<file path="src/rtl/dmem_mmio_responder.sv">
// Data-port responder for the single-cycle CPU: word-addressed RAM plus a small
// MMIO bank (GPIO out/in, free-running cycle counter, compare timer with sticky flag).
// Reads are combinational; writes commit at the rising clock edge.
module dmem_mmio_responder #(
    parameter int unsigned RAM_WORDS     = 64,
    parameter int unsigned GPIO_W        = 8,
    parameter logic [31:0] TIMER_CMP_RST = 32'hFFFF_FFFF
) (
    input  logic              clk,
    input  logic              reset,
    input  logic              mem_we,
    input  logic [31:0]       mem_addr,
    input  logic [31:0]       mem_wdata,
    output logic [31:0]       mem_rdata,
    input  logic [GPIO_W-1:0] gpio_in,
    output logic [GPIO_W-1:0] gpio_out,
    output logic              timer_irq
);

    localparam int unsigned AW = $clog2(RAM_WORDS);

    localparam logic [2:0] OFF_GPIO_OUT = 3'd0;
    localparam logic [2:0] OFF_GPIO_IN  = 3'd1;
    localparam logic [2:0] OFF_CYCLE    = 3'd2;
    localparam logic [2:0] OFF_CMP      = 3'd3;
    localparam logic [2:0] OFF_STAT     = 3'd4;

    logic [31:0]       ram [RAM_WORDS];
    logic [AW-1:0]     ram_idx;
    logic              is_ram;
    logic              is_mmio;
    logic [2:0]        mmio_off;
    logic              ram_wr;
    logic              mmio_wr;

    logic [GPIO_W-1:0] gpio_out_r;
    logic [GPIO_W-1:0] gpio_sync1;
    logic [GPIO_W-1:0] gpio_sync2;
    logic [31:0]       cycle_cnt;
    logic [31:0]       timer_cmp;
    logic              match_flag;
    logic              timer_hit;
    logic              stat_clr;

    // Byte-lane bits are meaningless for word-only accesses.
    logic              unused_addr_bits;
    assign unused_addr_bits = ^mem_addr[1:0];

    // Address decode: RAM aliases across the whole lower half; MMIO occupies 32 bytes.
    always_comb begin
        is_ram   = ~mem_addr[31];
        is_mmio  = mem_addr[31] && (mem_addr[30:5] == '0);
        mmio_off = mem_addr[4:2];
        ram_idx  = mem_addr[AW+1:2];
        ram_wr   = mem_we && is_ram;
        mmio_wr  = mem_we && is_mmio;
        stat_clr = mmio_wr && (mmio_off == OFF_STAT) && mem_wdata[0];
        // CYCLE is compared before its own update, so a same-edge CYCLE write
        // still lets the old value set the flag.
        timer_hit = (cycle_cnt == timer_cmp);
    end

    // RAM write port; gated by reset so writes while reset is held are dropped.
    always_ff @(posedge clk) begin
        if (reset && ram_wr) begin
            ram[ram_idx] <= mem_wdata;
        end
    end

    // MMIO registers, GPIO synchronizer, cycle counter and sticky timer flag.
    always_ff @(posedge clk or negedge reset) begin
        if (!reset) begin
            gpio_out_r <= '0;
            gpio_sync1 <= '0;
            gpio_sync2 <= '0;
            cycle_cnt  <= '0;
            timer_cmp  <= TIMER_CMP_RST;
            match_flag <= 1'b0;
        end else begin
            gpio_sync1 <= gpio_in;
            gpio_sync2 <= gpio_sync1;

            if (mmio_wr && (mmio_off == OFF_GPIO_OUT)) begin
                gpio_out_r <= mem_wdata[GPIO_W-1:0];
            end

            if (mmio_wr && (mmio_off == OFF_CYCLE)) begin
                cycle_cnt <= mem_wdata;
            end else begin
                cycle_cnt <= cycle_cnt + 32'd1;
            end

            if (mmio_wr && (mmio_off == OFF_CMP)) begin
                timer_cmp <= mem_wdata;
            end

            if (timer_hit) begin
                match_flag <= 1'b1;
            end else if (stat_clr) begin
                match_flag <= 1'b0;
            end
        end
    end

    // Combinational read mux; unmapped and reserved locations read as zero.
    always_comb begin
        mem_rdata = '0;
        if (is_ram) begin
            mem_rdata = ram[ram_idx];
        end else if (is_mmio) begin
            case (mmio_off)
                OFF_GPIO_OUT: mem_rdata = 32'(gpio_out_r);
                OFF_GPIO_IN:  mem_rdata = 32'(gpio_sync2);
                OFF_CYCLE:    mem_rdata = cycle_cnt;
                OFF_CMP:      mem_rdata = timer_cmp;
                OFF_STAT:     mem_rdata = {31'b0, match_flag};
                default:      mem_rdata = '0;
            endcase
        end
    end

    assign gpio_out  = gpio_out_r;
    assign timer_irq = match_flag;

endmodule

</file>
<file path="config.mk">
export PLATFORM = sky130hd
export DESIGN_NAME = dmem_mmio_responder
export DESIGN_NICKNAME = d
export VERILOG_FILES = /design/src/rtl/dmem_mmio_responder.sv
export SDC_FILE = /design/constraint.sdc
export NUM_CORES = 2
export LEC_CHECK = 0
export CAP_MARGIN = 20
export CORE_UTILIZATION = 65
export CTS_BUF_LIST = sky130_fd_sc_hd__clkbuf_2 sky130_fd_sc_hd__clkbuf_4 sky130_fd_sc_hd__clkbuf_8
export DETAILED_ROUTE_END_ITERATION = 7
export PLACE_DENSITY = 0.82
export SETUP_SLACK_MARGIN = 0.05
export SLEW_MARGIN = 5
export SYNTH_ARGS = -nofsm -noshare
export SYNTH_HDL_FRONTEND = slang
export SYNTH_SLANG_ARGS = --single-unit
</file>
<file path="constraint.sdc">
create_clock -name clk -period 8.95 [get_ports clk]
set_clock_uncertainty 0.1 [all_clocks]
set_input_delay 1.79 -clock clk [delete_from_list [all_inputs] [get_ports clk]]
set_output_delay 1.79 -clock clk [all_outputs]
set_load 0.01 [all_outputs]
</file>
==> Word level (Yosys, flattened, before mapping) <==
Memory sizes are Yosys's and may differ from the RTL's.
Index checks and enable logic that the tools add are counted.
{ "totals": {"regBits": 89, "latchBits": 0, "mem_bits_ro": 0, "in_bits": 75, "memories": 1, "ramBits": 2048, "wordCells": 34} }
{ "op_classes": {"n_addsub": 1, "div_mod_pow": 0, "n_eq_ne": 5, "reduce_logical": 12, "muxes": 8, "n_lt_le_gt_ge": 0, "shifts": 0, "n_mul": 0, "bitwise": 1} }
{ "memory_table": {"columns": ["memory", "words", "word_bits", "rd", "rd_clocked_by_memory_dff", "wr", "line_no", "rtl"], "rows": [
  ["ram", 64, 32, 1, 0, 1, "28", "logic [31:0] ram [RAM_WORDS];"]
]} }
{ "op_table": {"columns": ["op", "n"], "rows": [
  ["$pmux 32 s5", 1],
  ["$mux 32", 3],
  ["$add 32x1->32 const B", 1],
  ["$eq 32x32->1", 1],
  ["$logic_not 26->1", 1],
  ["$logic_and 1x1->1", 9],
  ["$eq 3x2->1 const B", 2],
  ["$mux 1", 4],
  ["$eq 3x1->1 const B", 1],
  ["$eq 3x3->1 const B", 1],
  ["$logic_not 3->1", 1],
  ["$reduce_bool 2->1", 1],
  ["$not 1->1", 1]
]} }

==> Depth between registers and ports, before layout <==
{ "depth": {"ltp_word": 7, "depth_mapped": 12} }

==> Worst setup path after synthesis <==
OpenSTA, ideal clock, no wires.
{ "synth_timing": {"kind": "input to output", "startpoint": "input port mem_addr[2]", "endpoint": "output port mem_rdata[20]", "path_buffers": 5, "setup_slack_ps": 3237, "arrival_ps": 3823, "path_stages": 9, "path_cell_list": "buf_6 buf_6 buf_6 buf_4 buf_2 mux2_2 o22ai_1 nor3_1 or4_1"} }
{ "synth_via": {"elab_chain_cells": 4, "elab_cells_between_ends": 9} }
{ "synth_rtl": {"columns": ["item", "line_no", "rtl"], "rows": [
  ["start: declaration", "12", "input logic [31:0] mem_addr,"],
  ["parallel branches: the longest is 3 deep, another holds $mem_v2 64x32", null, null],
  ["$mux 32 (*)", "108", "if (is_ram) begin"],
  ["end: declaration", "14", "output logic [31:0] mem_rdata,"]
]} }
Mark *: on every way between the ends.

==> Worst setup path in the final report <==
{ "layout_timing": {"startpoint": "input port mem_addr[6]", "endpoint": "output port mem_rdata[14]"} }
{ "layout_via": {"elab_chain_cells": 4, "elab_cells_between_ends": 5} }
{ "layout_rtl": {"columns": ["item", "line_no"], "rows": [
  ["parallel branches: the longest is 3 deep, another holds $mem_v2 64x32", null],
  ["$mux 32 (*)", "108"]
]} }
Marked as above.

==> results.json <==
{
  "status": "complete, no violations",
  "worst_setup_path_end_kind": "primary output",
  "worst-setup-path-type": "input pin to primary output",
  "cp-endpoint": "mem_rdata[14]",
  "clkLatencyLatePin_ps": 1000,
  "syn_inst": 3897,
  "grt_pass1_wl_mm": 298,
  "layout_common_cells": "edfxtp_1 (2048), mux4_2 (478), clkbuf_8 (346)",
  "crit_top_cell": "clkdlybuf4s50_1",
  "cap_violations": 0,
  "drive_gt1_share_pct": 30.6,
  "cts_root_buf": "clkbuf_8",
  "hp-class": "flip-flop to flip-flop",
  "yosysTopAreaCell": "edfxtp_1",
  "hpwl_mm": 118,
  "netlist_top_cells_area": "edfxtp_1 (74%), mux4_2 (13%), mux2i_1 (2.3%)",
  "drc_errors": 0,
  "vias": 43400,
  "syn_nets": 3973,
  "reg2reg_from": "cycle_cnt[3]",
  "r2r_setup_slack_ps": 6670,
  "yosys_warnings": 0,
  "dieHeight_um": 360,
  "final_common_cell": "edfxtp_1",
  "cts_tree": "done",
  "ios": 116,
  "fin_util_pct": 73.3,
  "cpMaxStageDelayCell": "o221ai_1",
  "grt_pass1_vias": 43300,
  "p_leak_nw": 30.2,
  "vdd_drop_max_mv": 0.183,
  "track_usage_pct": 32.7,
  "synth_area_um2": 83400,
  "finalSetupViolations": 0,
  "arrival_ps": 5960,
  "layout.nets": 4368,
  "finalHoldViolCount": 0,
  "crit_start": "mem_addr[6]",
  "powerDensity_nw_per_um2": 211,
  "clk_path_buf_depth": 4,
  "cts_hold_buf": 0,
  "clk_pin_slew_ps": 60,
  "timing.slew.headroom_pct": 29.8,
  "required_ps": 7060,
  "design.core.area_um2": 127000,
  "rsz0062_at_grt": "false",
  "synth_top_area_share_pct": 73.7,
  "place.gp.congestion": 0.921,
  "fmax_ghz": 0.127,
  "area_delta_synth_final_pct": 11.9,
  "critical_path.startpoint_type": "input pin",
  "routedWlPerCell_um": 34.0,
  "worst_slew_pin_slew_ps": 1050,
  "wirelength_mm": 210,
  "async_flop_share_pct": 4.16,
  "design.die.area_um2": 130000,
  "post-cts-setup-buffer-count": 0,
  "drv_slew": 0,
  "reg2regPathDepth": 6,
  "synth_edf_count": 2048,
  "cts_resized": 0,
  "ys_ff_latch": 2137,
  "antenna_left": 0,
  "cts_buffers": 336,
  "crit_path_max_fanout": 12,
  "worstPathCellList": "clkdlybuf4s50_1, buf_4, or3_1, nor3_1, nand2_1, o221ai_1, or4_1, clkdlybuf4s50_1",
  "cts_max_level": 5,
  "synth_cell_types": 63,
  "antenna_found_initial": 10,
  "port-buffer-count": 113,
  "drtIter0Drc": 6394,
  "avgSynthCellArea_um2": 21.4,
  "initial_utilization_pct": 65.5,
  "fin_hold_ws_ps": 249,
  "die_w_um": 360,
  "cpPeakStageDelay_ps": 920,
  "ys_seq_area_share_pct": 76.5,
  "row_count": 131,
  "vias_per_cell": 7.02,
  "first_pass_iters": 6,
  "min_period_ps": 7850,
  "globalRouteOverflowTotal": 0,
  "fillers": 6697,
  "tns_ps": 0,
  "r2r-end": "cycle_cnt[30]",
  "grt_max_degree": 99,
  "synth-main-ff-cell": "edfxtp_1",
  "clock-sinks": 2137,
  "fin_crit_sh_pct": 87.7
}
==> cell usage after synthesis, types with 26 or more instances <==
| cell type | instances |
|---|---|
| edfxtp_1 | 2048 |
| mux4_2 | 478 |
| mux2i_1 | 195 |
| nor2_1 | 136 |
| mux2_2 | 104 |
| nand2_1 | 90 |
| o22ai_1 | 88 |
| o21ai_0 | 74 |
| buf_2 | 69 |
| clkbuf_1 | 61 |
| a21oi_1 | 59 |
| dfrtp_1 | 57 |
| xor2_1 | 45 |
| buf_4 | 35 |
| dfstp_2 | 32 |
| nand3_1 | 30 |
| buf_6 | 26 |
==> metrics by stage <==
step / instance area, µm² / power, mW / std cells / setup slack, ps
3_3_place_gp: 87000 / 12.1 / 5606 / 1270
2_1_floorplan: 83400 / 11.7 / 3897 / 3240
3_5_place_dp: 87000 / 12.2 / 5606 / 1270
5_1_grt: 93300 / 20.2 / 6183 / 1120
4_1_cts: 93100 / 19.8 / 6170 / 1250
6_report: 93300 / 19.7 / 6185 / 1100
==> logic make-up after synthesis <==
| logic type | share of synthesized area, % |
|---|---|
| buffers and inverters | 1.48 |
| AND/OR/NAND/NOR | 2.13 |
| adder cells (fa/ha/maj) | 0.0150 |
| XOR/XNOR | 0.651 |
| AO/OA/AOI/OAI | 2.62 |
| flip-flops | 76.5 |
| multiplexers | 16.7 |
==> worst max-delay path: cells and delay by family <==
kind / cells / cell delay (ps)
AO/OA/AOI/OAI: 1 / 920
AND/OR/NAND/NOR: 4 / 1520
buffers and inverters: 3 / 1700
==> area by class of cell <==
type / instances / area, µm² / area share (%)
Timing Repair Buffer: 266 / 2380 / 2.55
Sequential cell: 2137 / 63800 / 68.3
Clock buffer: 461 / 5630 / 6.03
Clock inverter: 103 / 549 / 0.588
Multi-Input combinational cell: 1547 / 18900 / 20.3
Antenna cell: 5 / 12.5 / 0.0134
Inverter: 4 / 20.0 / 0.0214
Tap cell: 1662 / 2080 / 2.23
==> sequential cells by signal, indices dropped and copies added, names as in the netlist <==
signal	flops
gpio_out	8
cycle_cnt	32
gpio_sync1	8
ram	2048
timer_irq	1
timer_cmp	32
gpio_sync2	8
==> how the worst min path moves through the flow <==
stage | startpoint | to | cells after the start
floorplan | gpio_sync1[0] | gpio_sync2[0] | 0
global placement | gpio_sync1[5] | gpio_sync2[5] | 0
detailed placement | gpio_sync1[0] | gpio_sync2[0] | 0
CTS | gpio_sync1[2] | gpio_sync2[2] | 0
global route | gpio_sync1[2] | gpio_sync2[2] | 0
finish | gpio_sync1[2] | gpio_sync2[2] | 0
==> report_power, final <==
part	switching, mW	total (mW)	internal [mW]
logic	0.625	0.999	0.374
clock network	3.60	7.75	4.15
registers	0.00732	11.0	11.0
==> layer usage <==
layer	up-vias	wire, µm	track usage (%)
met4	12	9610	14.6
met1	22200	73500	45.3
met5	-	82	0
met3	535	28000	8.29
met2	3469	99000	50.2
li1	17100	-	-
Power figures use the tool's default switching activity.
